`src/rtl/custom_arith_pkg.sv`:
```
// Shared arithmetic package for the FP datapath adder/subtractor family.
// Holds the sequencer state encoding, default operand widths and the
// helpers that size the chunk counter from the operand/chunk widths.
package custom_arith_pkg;

    // Default widths shared with the 54+9 mantissa/exponent adder.
    localparam int DEF_A_WIDTH = 54;
    localparam int DEF_B_WIDTH = 9;
    localparam int DEF_CHUNK   = 9;

    // Sequencer states for the multi-cycle arithmetic blocks.
    typedef enum logic [1:0] {
        ST_IDLE = 2'd0,
        ST_BUSY = 2'd1,
        ST_DONE = 2'd2
    } state_e;

    // Number of CHUNK-wide slices in an A_WIDTH operand.
    function automatic int calc_num_chunks(input int a_width, input int chunk);
        return a_width / chunk;
    endfunction

    // Width of a counter that indexes every chunk (never narrower than 1 bit).
    function automatic int calc_idx_width(input int num_chunks);
        return (num_chunks <= 1) ? 1 : $clog2(num_chunks);
    endfunction

endpackage

```
`src/rtl/custom_subtractor54_9_seq_chunk.sv`:
```
// One CHUNK-bit slice of an unsigned ripple-borrow subtractor.
// Purely combinational: {bout, d} = a - b - bin, computed CHUNK+1 bits wide
// so bit CHUNK of the result is the borrow-out into the next slice.
module unsignedRippleBorrowSubtractorChunk #(
    parameter int CHUNK = 9
) (
    input  logic [CHUNK-1:0] a,
    input  logic [CHUNK-1:0] b,
    input  logic             bin,
    output logic [CHUNK-1:0] d,
    output logic             bout
);

    logic [CHUNK:0] w_full;

    // Extended subtraction; a negative result wraps so that bit CHUNK is set.
    always_comb begin
        w_full = {1'b0, a} - {1'b0, b} - {{CHUNK{1'b0}}, bin};
        d      = w_full[CHUNK-1:0];
        bout   = w_full[CHUNK];
    end

endmodule

```
`src/rtl/custom_subtractor54_9_seq.sv`:
```
// Multi-cycle unsigned subtractor: Diff = A - zero_extend(B).
// Processes CHUNK bits per BUSY cycle through a single time-multiplexed
// slice, carrying the borrow between cycles in a register.
// Optional build macro: CUSTOM_SUB_SATURATE_EN -- when defined, a final
// borrow forces Diff to 0 (Borrow stays 1, Zero becomes 1).
//
// Handshake: an operand pair transfers on a rising edge where
// in_valid && in_ready; a result transfers on a rising edge where
// out_valid && out_ready. in_ready is high only in IDLE, out_valid only in
// DONE, and the result outputs are held unchanged while out_valid is high
// and out_ready is low. in_valid is ignored outside IDLE.
module custom_subtractor54_9_seq
    import custom_arith_pkg::*;
#(
    parameter int A_WIDTH = DEF_A_WIDTH,
    parameter int B_WIDTH = DEF_B_WIDTH,
    parameter int CHUNK   = DEF_CHUNK
) (
    input  logic               clk,
    input  logic               rst,
    input  logic               in_valid,
    output logic               in_ready,
    input  logic [A_WIDTH-1:0] A,
    input  logic [B_WIDTH-1:0] B,
    output logic               out_valid,
    input  logic               out_ready,
    output logic [A_WIDTH-1:0] Diff,
    output logic               Borrow,
    output logic               Zero,
    output state_e             o_dbg_state
);

    localparam int NUM_CHUNKS = calc_num_chunks(A_WIDTH, CHUNK);
    localparam int IDX_W      = calc_idx_width(NUM_CHUNKS);
    localparam logic [IDX_W-1:0] LAST_IDX = IDX_W'(NUM_CHUNKS - 1);

    // Reject configurations the chunked datapath cannot cover exactly.
    generate
        if (CHUNK < 1 || (A_WIDTH % CHUNK) != 0 || B_WIDTH > A_WIDTH) begin : g_bad_cfg
            $error("custom_subtractor54_9_seq: CHUNK must divide A_WIDTH and B_WIDTH must not exceed A_WIDTH");
        end
    endgenerate

    // Sequencer and datapath state.
    state_e             r_state;
    logic [IDX_W-1:0]   r_idx;
    logic [A_WIDTH-1:0] r_a;
    logic [A_WIDTH-1:0] r_b;
    logic [A_WIDTH-1:0] r_diff;
    logic               r_borrow_chain;
    logic               r_nonzero;
    logic               r_borrow;
    logic               r_zero;
    logic               r_in_ready;
    logic               r_out_valid;

    // Current slice operands/results.
    logic [CHUNK-1:0]   w_a_chunk;
    logic [CHUNK-1:0]   w_b_chunk;
    logic [CHUNK-1:0]   w_d;
    logic               w_bout;
    logic               w_last;
    logic               w_final_zero;
    int                 w_base;

    // Select the slice addressed by the chunk counter from the latched operands.
    always_comb begin
        w_base    = int'(r_idx) * CHUNK;
        w_a_chunk = r_a[w_base +: CHUNK];
        w_b_chunk = r_b[w_base +: CHUNK];
        w_last    = (r_idx == LAST_IDX);
        // Zero is tracked incrementally so the final cycle only ORs one slice.
        w_final_zero = ~(r_nonzero | (|w_d));
    end

    unsignedRippleBorrowSubtractorChunk #(
        .CHUNK (CHUNK)
    ) u_chunk (
        .a    (w_a_chunk),
        .b    (w_b_chunk),
        .bin  (r_borrow_chain),
        .d    (w_d),
        .bout (w_bout)
    );

    // Sequencer: accept operands, ripple one slice per cycle, hold the result.
    always_ff @(posedge clk or posedge rst) begin
        if (rst) begin
            r_state        <= ST_IDLE;
            r_idx          <= '0;
            r_a            <= '0;
            r_b            <= '0;
            r_diff         <= '0;
            r_borrow_chain <= 1'b0;
            r_nonzero      <= 1'b0;
            r_borrow       <= 1'b0;
            r_zero         <= 1'b0;
            r_in_ready     <= 1'b1;
            r_out_valid    <= 1'b0;
        end else begin
            case (r_state)
                ST_IDLE: begin
                    if (in_valid && r_in_ready) begin
                        r_a            <= A;
                        r_b            <= A_WIDTH'(B);
                        r_borrow_chain <= 1'b0;
                        r_nonzero      <= 1'b0;
                        r_idx          <= '0;
                        r_in_ready     <= 1'b0;
                        r_state        <= ST_BUSY;
                    end
                end

                ST_BUSY: begin
                    r_diff[w_base +: CHUNK] <= w_d;
                    r_borrow_chain          <= w_bout;
                    r_nonzero               <= r_nonzero | (|w_d);
                    if (w_last) begin
                        r_idx       <= '0;
                        r_borrow    <= w_bout;
                        r_out_valid <= 1'b1;
                        r_state     <= ST_DONE;
`ifdef CUSTOM_SUB_SATURATE_EN
                        // Underflow clamps the result to zero.
                        if (w_bout) begin
                            r_diff <= '0;
                            r_zero <= 1'b1;
                        end else begin
                            r_zero <= w_final_zero;
                        end
`else
                        r_zero <= w_final_zero;
`endif
                    end else begin
                        r_idx <= r_idx + 1'b1;
                    end
                end

                ST_DONE: begin
                    // No accept on the release edge; in_ready rises next cycle.
                    if (r_out_valid && out_ready) begin
                        r_out_valid <= 1'b0;
                        r_in_ready  <= 1'b1;
                        r_state     <= ST_IDLE;
                    end
                end

                default: begin
                    r_state     <= ST_IDLE;
                    r_idx       <= '0;
                    r_in_ready  <= 1'b1;
                    r_out_valid <= 1'b0;
                end
            endcase
        end
    end

    assign in_ready    = r_in_ready;
    assign out_valid   = r_out_valid;
    assign Diff        = r_diff;
    assign Borrow      = r_borrow;
    assign Zero        = r_zero;
    assign o_dbg_state = r_state;

endmodule

```
`config.mk`:
```
export PLATFORM = sky130hd
export DESIGN_NAME = custom_subtractor54_9_seq
export DESIGN_NICKNAME = d
export VERILOG_FILES = /design/src/rtl/custom_arith_pkg.sv /design/src/rtl/custom_subtractor54_9_seq_chunk.sv /design/src/rtl/custom_subtractor54_9_seq.sv
export SDC_FILE = /design/constraint.sdc
export NUM_CORES = 1
export LEC_CHECK = 0
export BUFFER_PORTS_ARGS = -buffer_cell sky130_fd_sc_hd__buf_2
export CAP_MARGIN = 20
export CORE_ASPECT_RATIO = 1.25
export CORE_MARGIN = 5
export CORE_UTILIZATION = 30
export CTS_CLUSTER_DIAMETER = 120
export DETAILED_ROUTE_END_ITERATION = 16
export REMOVE_ABC_BUFFERS = 1
export SLEW_MARGIN = 10
export SYNTH_ARGS = -nofsm -noshare
export SYNTH_HDL_FRONTEND = slang
export SYNTH_SLANG_ARGS = --single-unit
```
`constraint.sdc`:
```
create_clock -name clk -period 5.2 [get_ports clk]
set_clock_uncertainty 0.15 [all_clocks]
set_input_delay 0 -clock clk [delete_from_list [all_inputs] [get_ports clk]]
set_output_delay 0 -clock clk [all_outputs]
set_load 0.01 [all_outputs]
```
# After elaboration in Yosys (flattened, before gate mapping)
# Index checks and enable logic that the tools add are counted.
# word_totals
mem_bits_ro,0
word_cells,59
latchBits,0
ramBits,0
in_bits,67
n_memories,0
ff_bits,128
# op_classes
mux,16
n_shift,4
n_div,0
n_eq_ne,6
reduce_logical,12
n_bitwise,5
n_lt_le_gt_ge,0
addsub,4
multipliers,1
# op_table
op,count
variable part select 54 x 8 -> 9 bit,2
bitwise mux 54 bit,1
"variable shift 9 x 33 -> 54 bit, first input constant",1
variable part select 9 x 33 -> 54 bit,1
negator 7 -> 33 bit,1
subtractor 10 x 1 -> 10 bit,1
subtractor 9 x 9 -> 10 bit,1
one-hot mux 3 bit (3 select lines),1
AND reduction 3 bit,3
OR reduction 9 bit,1
AND reduction 2 bit,4
"multiplier 3 x 4 -> 7 bit, second input constant",1
two-way mux 2 bit,3
two-way mux 3 bit,2
"!= test 2 bit, second input constant",3
one-hot mux 1 bit (3 select lines),2
one-hot mux 2 bit (3 select lines),1
two-way mux 1 bit,4
NOT 1 bit,4
one-hot mux 1 bit (2 select lines),2
"adder 3 x 1 -> 3 bit, second input constant",1
"== test 3 bit, second input constant",1
"== test 2 x 1 -> 1 bit, second input constant",1
"== test 2 bit, second input constant",1
4 further kinds,5

# Longest topological paths before layout
# Gate-level depths: netlist of run 1.
# logic_depth
depth_word,7
ltp_mapped,15
ltp_nobuf,14

# By module
# A second synthesis of run 1 with hierarchy kept.
# unflattened
cells_unflattened,460
hier_area_um2,6059.6
# by_module_without_submodules
mod,instances,area_per_inst_um2,cells_each
custom_subtractor54_9_seq,1,5526.6,386
unsignedRippleBorrowSubtractorChunk,1,533.0,74

# Least setup slack after synthesis of run 1
# No wires, ideal clock.
# synth_path
path_type,reg-to-reg
startpoint,register r_idx[0]
endpoint,register r_nonzero
stages_incl_launch_ff,14
arrival_ns,3.765
slack_ns,1.161
n_path_buf,3
cell_sequence,dfrtp_1 clkbuf_8 clkbuf_1 clkbuf_1 mux2i_1 o221ai_1 fa_1 fa_1 nand2b_1 a31o_2 o41ai_1 xor2_1 nand4b_1 o31a_1
# synth_via
elab_chain_len,7
word_cells_on_any_way,8
classes_between,add/sub: 2; mul: 1; shift: 2; mux: 1; bitwise: 1; reduce/logical: 1
# synth_rtl
element,line_no,rtl
from (decl),custom_subtractor54_9_seq.sv:46,logic [IDX_W-1:0] r_idx;
from (signal assigned),custom_subtractor54_9_seq.sv:135,r_idx <= r_idx + 1'b1;
multiplier 3 x 4 -> 7 bit (*),custom_subtractor54_9_seq.sv:68,w_base = int'(r_idx) * CHUNK;
variable part select 54 x 8 -> 9 bit (on tied branches),"custom_subtractor54_9_seq.sv:69, custom_subtractor54_9_seq.sv:70",
subtractor 9 x 9 -> 10 bit (*),custom_subtractor54_9_seq_chunk.sv:18,"w_full = {1'b0, a} - {1'b0, b} - {{CHUNK{1'b0}}, bin};"
subtractor 10 x 1 -> 10 bit (*),custom_subtractor54_9_seq_chunk.sv:18,
OR reduction 9 bit (*),custom_subtractor54_9_seq.sv:117,r_nonzero <= r_nonzero | (|w_d);
OR 1 bit (*),custom_subtractor54_9_seq.sv:117,
one-hot mux 1 bit (2 select lines) (*),custom_subtractor54_9_seq.sv:101,case (r_state)
to (signal assigned),custom_subtractor54_9_seq.sv:117,
to (decl),custom_subtractor54_9_seq.sv:51,logic r_nonzero;
# Every way passes the cells marked *; elsewhere a longest branch is shown, timed or not.
# A chain may end at the register's enable or synchronous reset.

# Worst setup path in the final report of run 1
# Ends and elaborated chain as after synthesis.

==> metrics.yaml, run 1 <==
synth-async-reset-ratio_pct: 100
grt_pass1_vias: 4532
vdd_drop_max_mv: 0.540
power_density_nw_per_um2: 739
cts_setup_buffers: 0
drt-pass1-iter-count: 4
r2r_cells: 11
hold_ws_ns: 0.0328
place_area_um2: 6900
stdcell_area_um2: 8060
maxSlewViolCount: 0
grt_pass1_wl_mm: 24.7
avgSynthCellArea_um2: 12.2
worstSkewPairLatency_ns: 0.41
syn_to_final_growth_pct: 34.1
cpLargestDelayFamily: "compound AO/OA/AOI/OAI gates"
finalSetupViolCount: 0
coreArea_um2: 20000
slowest_stage: "dfrtp_2"
cp_num_buf_inv: 0
core.rowCount: 58
min_period_ns: 4.18
cts_max_path_buffers: 2
r2r-end: "r_nonzero"
clockRootBuffer: "clkbuf_16"
syn_area_um2: 6010
fmax_mhz: 239
start_util_pct: 30.1
numCtsBuffers: 17
slew_headroom_pct: 38.0
grt_util_all_layers_pct: 14.0
met3_usage_pct: 3.47
critPathArrivalTime_ns: 4.32
drive_above_1_share_pct: 37.8
io_buffers: 126
crit_fanout: 25
grt_use_met2_pct: 23.7
hold_path.class: "input port to asynchronous set/reset pin"
clk_pin_slew_worst_paths_ns: 0.05
r2r-start: "r_idx[0]"
crit_type: "flop to flop"
post_drt_wl_per_cell_um: 15.9
outcome: "completed"
die_y_um: 168
gr-usage-met1_pct: 17.5
drc: 0
p_leak_uw: 0.00384
crit_top_cell: "fa_1"
vias: 4397
yosysWarnings: 0
cpPeakStageDelay_ns: 0.75
finalNetCount: 772
num_antenna_cells: 0
rsz0062_at_grt: "no"
dp_hpwl_mm: 11.0
crit_chain: "mux2_2 > nand2_1 > o221ai_1 > fa_1 > fa_1 > nand2b_1 > a31o_2 > o41ai_1 > xor2_1 > nand4b_1 > o31a_1"
antenna_found_initial: 0
place_congestion: 0.776
overflow: 0
avgViaCountPerCell: 4.56
period_share_pct: 80.3
r2r_slack_ns: 1.02
cts_tree: "done"
synth_edf_count: 0
die_area_um2: 23000
die_w_um: 137
ys_ff_latch: 128
tns_ns: 0
hold_viol: 0
final_antenna_net_count: 0
ys.flop_type: "dfrtp_1"
start_kind: "flop"
yosysSeqAreaShare_pct: 53.3
dr.first_iter.drc_count: 174
finish.utilization_pct: 40.4
grt_busiest_layer: "met2"
drv_cap: 0
synth_cells: 492
h-tree-depth: 4
totalWireLength_mm: 15.3
cp_data_required_time_ns: 5.35
ys_types: 53
clock_sinks: 128
grt_start_max_net_pins: 75
boundaryPins: 127
worst_pin_slew_ns: 0.930
cp-end-kind: "flop"
-- worst max path at each step --
stage                   from         to  slack [ns]  cells past startpoint
floorplan           r_idx[0]  r_nonzero        1.03                     11
global placement    r_idx[0]  r_nonzero        1.14                     11
CTS                 r_idx[0]  r_nonzero        1.04                     11
finish              r_idx[0]  r_nonzero        1.02                     11
global route        r_idx[0]  r_nonzero        0.72                     11
detailed placement  r_idx[0]  r_nonzero        1.07                     11
-- metrics by stage --
step                std cells  power, uW  setup slack (ns)
finish                    965       5960              1.02
detailed placement        870       4940              1.07
global placement          870       4880              1.14
floorplan                 470       3900              1.03
CTS                       965       6030              1.04
global route              965       6450             0.715
-- state kept, by name, summed over array words and instances, names as in the netlist --
| register | flops |
|---|---|
| r_idx | 3 |
| Zero | 1 |
| out_valid | 1 |
| r_b | 9 |
| o_dbg_state | 2 |
| Diff | 54 |
| r_borrow_chain | 1 |
| Borrow | 1 |
| r_nonzero | 1 |
| r_a | 54 |
| in_ready | 1 |
-- cells by family after synthesis --
| family | Yosys count | share of synthesized area, % |
|---|---|---|
| mux | 105 | 20.3 |
| buf+inv | 42 | 3.39 |
| compound gates | 80 | 8.99 |
| flops | 128 | 53.3 |
| xor+xnor | 8 | 1.17 |
| fa+ha+maj | 20 | 4.41 |
| simple gates | 109 | 8.43 |
-- routing by layer --
layer	share of wire [%]	vias up	wire length, um
met5	0	-	0
met4	1.1	0	171
met3	4.5	16	693
met2	51	101	7860
met1	43	2157	6610
li1	-	2123	-
-- cells in the final DEF, fill, tap and decap left out, types with 4 or more instances in the layout --
| cell | instances |
|---|---|
| mux2i_1 | 10 |
| nor2_1 | 15 |
| nor3_1 | 5 |
| buf_4 | 4 |
| dfrtp_1 | 126 |
| clkinv_2 | 5 |
| mux2_2 | 90 |
| a21oi_1 | 15 |
| ha_1 | 18 |
| nand2b_1 | 4 |
| o31ai_1 | 5 |
| buf_2 | 126 |
| clkbuf_16 | 17 |
| and2_1 | 7 |
| xnor2_1 | 7 |
| o21ai_0 | 31 |
| nand2_1 | 52 |
| inv_1 | 19 |
| o22ai_1 | 5 |
| dlygate4sd3_1 | 66 |
| nand3_1 | 10 |
-- cell usage after synthesis, types with 2 or more instances --
master      n  area [um2]
dfrtp_1   127        3180
mux2_2     90        1010
nand2_1    52         195
o21ai_0    31         155
inv_1      20        75.1
ha_1       18         225
nor2_1     16        60.1
a21oi_1    15        75.1
clkbuf_1   11        41.3
mux2i_1    10         100
nand3_1    10        50.1
and2_1      7        43.8
buf_2       7        35.0
xnor2_1     7        61.3
nor3_1      5        25.0
o22ai_1     5        31.3
o31ai_1     5        37.5
nand2b_1    4        25.0
a22o_1      3        26.3
a22oi_1     3        22.5
and3_1      3        18.8
clkbuf_8    3        41.3
mux4_1      3        78.8
a21o_1      2        15.0
a21oi_2     2        17.5
and2b_2     2        17.5
fa_1        2        40.0
mux2_4      2        30.0
nand3b_1    2        15.0
nor2b_1     2        12.5
-- worst min-delay path, delay by kind of cell --
family	cells	cell delay, ns
buf+inv	3	1.04
-- what timing repair did --
action                    4_1_cts  5_1_grt
resized for setup               0        0
hold endpoints to repair      121        0
hold buffers                   66        0
-- final cells by class --
cell class	instances	area [um2]
fill	1932	11900
sequential	128	3210
multi-input combinational	322	2610
timing repair buffer	196	1320
clock buffer	22	464
tap	270	338
inverter	20	80.1
clock inverter	7	40.0
-- power breakdown --
part	switching, uW	internal, uW
registers	304	1440
clock network	411	620
logic	1850	1340
total	2560	3400
Power figures use the tool's default switching activity.
==> run 2: changes to the inputs <==
--- a/config.mk
+++ b/config.mk
@@ -5,6 +5,7 @@
 export SDC_FILE = /design/constraint.sdc
 export NUM_CORES = 1
 export LEC_CHECK = 0
+export ABC_AREA = 1
 export BUFFER_PORTS_ARGS = -buffer_cell sky130_fd_sc_hd__buf_2
 export CAP_MARGIN = 20
 export CORE_ASPECT_RATIO = 1.25
==> constraint.sdc (replaced) <==
create_clock -name clk -period 3.5 [get_ports clk]
set_clock_uncertainty 0.15 [all_clocks]
set_input_delay 0 -clock clk [delete_from_list [all_inputs] [get_ports clk]]
set_output_delay 0 -clock clk [all_outputs]
set_load 0.01 [all_outputs]
==> run 2 against run 1 <==
Net effect:
- highest routed layer unchanged
- cell count increased by 27%
- flip-flop and latch count unchanged
- sequential power increased by 45%
- worst setup slack got worse by 0.78 ns
- global-route usage increased by 0.72 points
- design area increased by 4.0%
- largest cell class unchanged
- die area increased by 2.1%
==> metrics.yaml, run 2 <==
outcome: "completed"
cp-end-kind: "flop"
die_w_um: 138  # +1.0%
post-synth-top-area-fraction_pct: 51.7  # -1.1 points
p_clk_share_pct: 17.8  # +0.5 points
avgViaCountPerCell: 4.46  # -2.2%
layout.cells.most_common: "nand2_1"
r2r-end: "Diff[53]"
core.rowCount: 58  # unchanged
start_util_pct: 30.5  # +0.33 points
hold_viol: 0  # unchanged
h-tree-depth: 4  # unchanged
yosysSeqAreaShare_pct: 52.1  # -1.1 points
ys_ff_latch: 128  # unchanged
dr.first_iter.drc_count: 288  # +66%
avgSynthCellArea_um2: 8.29  # -32%
clock_sinks: 128  # unchanged
place_area_um2: 7120  # +3.3%
worstSkewPairLatency_ns: 0.42  # about the same
crit_top_cell: "nand2_1"
synth-async-reset-ratio_pct: 100  # unchanged
cp_data_required_time_ns: 3.69  # -1.66 ns
synth_edf_count: 0  # unchanged
p_leak_uw: 0.00436  # +14%
syn_area_um2: 6150  # +2.2%
vias: 5452  # +24%
grt_pass1_wl_mm: 27.6  # +12%
combinationalPowerShare_pct: 56.5  # +3.0 points
crit_start: "r_idx[1]"
cts_max_path_buffers: 2  # unchanged
grt_pass1_vias: 5433  # +20%
synth_area_leaders: "dfrtp_1, nand2_1, o21ai_0"
numCtsBuffers: 17  # unchanged
period_share_pct: 93.0  # +13 points
slowest_stage: "dfrtp_1"
maxSlewViolCount: 0  # unchanged
hold_ws_ns: 0.148  # +0.115 ns
grt_util_all_layers_pct: 14.7  # +0.72 points
min_period_ns: 3.25  # -0.922 ns
overflow: 0  # unchanged
seqPwrFrac_pct: 25.7  # -3.5 points
cp.depth: 18  # +7
drive_above_1_share_pct: 21.9  # -16 points
crit_fanout: 6  # -76%
stdcell_area_um2: 8380  # +4.0%
die_y_um: 170  # +1.0%
ys_types: 46  # -13%
crit_type: "flop to flop"
drv_cap: 0  # unchanged
r2r_cells: 18  # +7
critPathArrivalTime_ns: 3.45  # -0.87 ns
synth_top_area_cell: "dfrtp_1"
die_area_um2: 23500  # +2.1%
p_switching_uw: 4530  # +77%
r2r-start: "r_idx[1]"
totalWireLength_mm: 17.1  # +11%
synth_commonest_cells: "nand2_1, dfrtp_1, nor2_1"
vdd_drop_max_mv: 0.559  # +3.6%
cts_tree: "done"
antenna_found_initial: 0  # unchanged
cp_num_buf_inv: 3  # +3
final_antenna_net_count: 0  # unchanged
place_congestion: 0.891  # +15%
final_cell_mix: "nand2_1, dfrtp_1, buf_2"
num_antenna_cells: 0  # unchanged
hold_path.class: "input port to asynchronous set/reset pin"
io_buffers: 126  # unchanged
dp_hpwl_mm: 12.6  # +14%
power_density_nw_per_um2: 1170  # +58%
r2r_slack_ns: 0.25  # -0.78 ns
slew_headroom_pct: 43.7  # +5.8 points
synth_cells: 741  # +51%
start_kind: "flop"
synthMostInstantiatedCell: "nand2_1"
cpLargestDelayFamily: "adder cells"
yosysWarnings: 0  # unchanged
finalSetupViolCount: 0  # unchanged
finalNetCount: 1027  # +33%
grt_start_max_net_pins: 75  # unchanged
drc: 0  # unchanged
cts_setup_buffers: 0  # unchanged
coreArea_um2: 20200  # +1.1%
fmax_mhz: 307  # +28%
crit_end: "Diff[53]"
netSwitchingFraction_pct: 46.2  # +3.2 points
syn_to_final_growth_pct: 36.4
boundaryPins: 127  # unchanged
clockRootBuffer: "clkbuf_16"
internal_power_uw: 5280  # +55%
rsz0062_at_grt: "no"
post_drt_wl_per_cell_um: 14.0  # -12%
drt-pass1-iter-count: 4  # unchanged
ys.flop_type: "dfrtp_1"
clk_pin_slew_worst_paths_ns: 0.05  # about the same
crit_chain: "inv_2 > nor2_1 > o21a_1 > o21ai_0 > o311ai_1 > fa_2 > fa_1 > inv_1 > nand2_1 > nand2_1 > nand2_1 > nand4_1 > o211ai_1 > xor2_1 > buf_4 > nor2_1 > nand2_1 > a21oi_1"
cpPeakStageDelay_ns: 0.45  # -0.30 ns
worst_pin_slew_ns: 0.844  # -0.0866 ns
[run 2: power groups by stage]
stage / sequential [uW] / combinational, uW / clock, uW
floorplan: 2630 / 3470 / 0
global placement: 2530 / 5400 / 0
detailed placement: 2540 / 5470 / 0
CTS: 2520 / 5550 / 1780
global route: 2590 / 6280 / 1850
finish: 2520 / 5540 / 1750
[run 2: final cells by class]
cell class                 count  area, um2
fill                        2123      11800
sequential                   128       3200
multi-input combinational    524       2580
timing repair buffer         208       1440
clock buffer                  27        513
tap                          270        338
inverter                      61        231
clock inverter                 5       75.1
[run 2: worst min-delay path, cell delays in order]
cell	delay, ns
dlygate4sd3_1	0.53
buf_2	0.13
inv_4	0.57
[run 2: layer usage]
metal / global-route usage [%] / wire length, um
met1: 17.6 / 7390
met2: 26.1 / 8650
met3: 3.49 / 778
met4: 4.77 / 267
met5: 0 / 0
[run 2: metrics by stage]
| step | setup slack, ns | TNS (ns) | utilization, % | total power, uW | instances |
|---|---|---|---|---|---|
| final | 0.246 | 0 | 41.6 | 9810 | 1223 |
| after global routing | 0.00420 | 0 | 41.6 | 10700 | 1223 |
| after floorplan | -3.26 | -204.41 | - | 6100 | 713 |
| after detailed placement | 0.196 | 0 | 35.3 | 8010 | 1125 |
| after global placement | 0.265 | 0 | 35.3 | 7940 | 1125 |
| after CTS | 0.169 | 0 | 41.5 | 9850 | 1223 |
[run 2: worst min path at each step]
| stage | startpoint | endpoint | slack (ns) |
|---|---|---|---|
| floorplan | A[37] | r_a[37] | -0.03 |
| global placement | A[29] | r_a[29] | 0.05 |
| detailed placement | A[30] | r_a[30] | 0.06 |
| CTS | A[30] | r_a[30] | 0.14 |
| global route | A[33] | r_a[33] | 0.18 |
| finish | rst | Diff[22] | 0.15 |
[run 2: cell families (layout without fill, tap and decap cells)]
logic type	count (synthesis)	in the layout	synth area share [%]
AO/OA/AOI/OAI	109	109	10.6
XOR/XNOR	2	2	0.590
flip-flops	128	128	52.1
adder cells (fa/ha/maj)	20	20	4.32
buffers and inverters	89	301	6.07
AND/OR/NAND/NOR	393	393	26.3
[run 2: what timing repair did]
action / 4_1_cts / 5_1_grt
hold buffers: 66 / 0
resized for setup: 0 / 5
setup endpoints to repair: 0 / 6
endpoints found under the hold margin: 131 / 0
==> run 3: changes to the inputs <==
--- a/config.mk
+++ b/config.mk
@@ -10,9 +10,10 @@
 export CAP_MARGIN = 20
 export CORE_ASPECT_RATIO = 1.25
 export CORE_MARGIN = 5
-export CORE_UTILIZATION = 30
+export CORE_UTILIZATION = 50
 export CTS_CLUSTER_DIAMETER = 120
 export DETAILED_ROUTE_END_ITERATION = 16
+export PLACE_DENSITY = 0.77
 export REMOVE_ABC_BUFFERS = 1
 export SLEW_MARGIN = 10
 export SYNTH_ARGS = -nofsm -noshare
==> run 3 against run 2 <==
Net effect:
- cell count fell by 8.9%
- fmax grew 0.36%
- first-iteration DRC count rose by 20%
- count of clock-buffer cells in the layout shrank 10
==> metrics.yaml, run 3 (synthesis gave the netlist of run 2 again) <==
outcome: "completed"
nFillCells: 961  # -55%
maxSlewViolCount: 0  # unchanged
coreArea_um2: 12100  # -40%
power_density_nw_per_um2: 1200  # +2.2%
place_congestion: 0.910  # +2.1%
syn_to_final_growth_pct: 35.4
drt-pass1-iter-count: 5  # +1
post_drt_wl_per_cell_um: 14.9  # +6.8%
fmax_mhz: 308  # +0.36%
drc: 0  # unchanged
finalNetCount: 1025  # -0.19%
drive_above_1_share_pct: 22.4  # +0.49 points
boundaryPins: 127  # unchanged
hold_ws_ns: 0.132  # -0.0156 ns
vdd_drop_max_mv: 0.708  # +27%
finish.utilization_pct: 68.8  # +27 points
critPathArrivalTime_ns: 3.43  # -0.02 ns
antenna_found_initial: 0  # unchanged
h-tree-depth: 4  # unchanged
clk_pin_slew_worst_paths_ns: 0.06  # about the same
start_kind: "flop"
min_period_ns: 3.24  # -0.0118 ns
p_leak_uw: 0.00438  # +0.46%
power.total_uw: 9950  # +1.4%
slew_headroom_pct: 51.3  # +7.6 points
grt_util_all_layers_pct: 24.0  # +9.3 points
overflow: 0  # unchanged
r2r_slack_ns: 0.26  # about the same
die_y_um: 134  # -21%
hold_path.class: "input port to asynchronous set/reset pin"
cts_max_path_buffers: 2  # unchanged
cts_setup_buffers: 0  # unchanged
clockRootBuffer: "clkbuf_16"
layout.cells.most_common: "nand2_1"
dr.first_iter.drc_count: 346  # +20%
cp_data_required_time_ns: 3.69  # about the same
worst_pin_slew_ns: 0.730  # -0.113 ns
period_share_pct: 92.6  # -0.34 points
num_antenna_cells: 0  # unchanged
final_cell_mix: "nand2_1, dfrtp_1, buf_2"
cts_tree: "done"
io_buffers: 126  # unchanged
grt_start_max_net_pins: 75  # unchanged
rsz0062_at_grt: "no"
crit_type: "flop to flop"
numCtsBuffers: 17  # unchanged
dp_hpwl_mm: 11.1  # -12%
r2r_cells: 18  # unchanged
r2r-start: "r_idx[1]"
core.rowCount: 45  # -22%
totalWireLength_mm: 16.6  # -2.7%
finalSetupViolCount: 0  # unchanged
die_area_um2: 14600  # -38%
drv_cap: 0  # unchanged
hold_viol: 0  # unchanged
start_util_pct: 50.8  # +20 points
die_w_um: 109  # -21%
final_antenna_net_count: 0  # unchanged
avgViaCountPerCell: 5.04  # +13%
cp-end-kind: "flop"
grt_pass1_wl_mm: 27.4  # -0.42%
worstSkewPairLatency_ns: 0.42  # about the same
vias: 5618  # +3.0%
r2r-end: "Diff[53]"
clock_sinks: 128  # unchanged
grt_pass1_vias: 5687  # +4.7%
crit_fanout: 5  # -1
-- run 3: cell types whose count changed in the layout (fill, tap and decap cells not counted), sizes merged --
cell	change
buf	-2
clkbuf	-10
bufinv	+4
clkinv	+3
clkinvlp	+2
-- run 3: worst max path at each step --
stage / start / to / slack, ns / cells past startpoint
2_1_floorplan: in_ready / r_nonzero / -3.26 / 5
3_3_place_gp: r_idx[0] / Diff[17] / 0.26 / 16
3_5_place_dp: r_idx[0] / Diff[17] / 0.18 / 16
4_1_cts: r_idx[0] / Diff[53] / 0.08 / 16
5_1_grt: r_idx[0] / r_nonzero / 0.002 / 18
6_report: r_idx[1] / Diff[53] / 0.26 / 18
-- run 3: area by class of cell --
class                   count  area (um2)  share of cell area [%]
flip-flops and latches    128        3210                    38.5
well taps                 164         205                    2.47
clock buffers              17         425                    5.11
multi-input cells         524        2580                    31.0
clock inverters            14         240                    2.89
repair buffers            206        1430                    17.2
inverters                  61         231                    2.78
-- run 3: report_power, final --
| group | switching, uW | leakage (uW) | internal (uW) |
|---|---|---|---|
| registers | 408 | 0.00161 | 2140 |
| logic | 3480 | 0.00245 | 1930 |
| clock network | 661 | 0.000319 | 1330 |
| total | 4550 | 0.00438 | 5400 |
-- run 3: metal layers --
layer	global-route usage, %	routed length (um)	vias to the layer above	share of wire, %
met3	4.24	963	34	5.8
met4	9.12	359	0	2.2
li1	-	-	2755	-
met1	28.9	6690	2631	40
met5	0	0	-	0
met2	42.3	8610	198	52
-- run 3: repair_timing --
action | in CTS | in global routing
endpoints found under the hold margin | 127 | 0
hold buffers | 66 | 0
resized for setup | 0 | 6
setup endpoints to repair | 0 | 17
-- run 3: stage by stage --
step	instances	instance area, um2	TNS, ns	setup slack [ns]
after detailed placement	1016	6960	0	0.177
after global placement	1016	6960	0	0.264
after floorplan	713	6000	-204.41	-3.26
after CTS	1113	8280	0	0.0831
after global routing	1114	8320	0	0.00194
final	1114	8320	0	0.258
-- run 3: worst max-delay path, stage by stage (launching register included) --
cell      delay, ns
dfrtp_1        0.46
inv_2          0.11
nor2_1         0.05
o21a_1         0.10
o21ai_0        0.06
o311ai_0       0.18
fa_1           0.46
fa_1           0.46
inv_1          0.07
nand2_1        0.06
nand2_1        0.08
nand2_1        0.07
nand4_1        0.08
o211ai_1       0.10
xor2_1         0.16
buf_4          0.16
nor2_1         0.12
nand2_1        0.09
a21oi_1        0.14
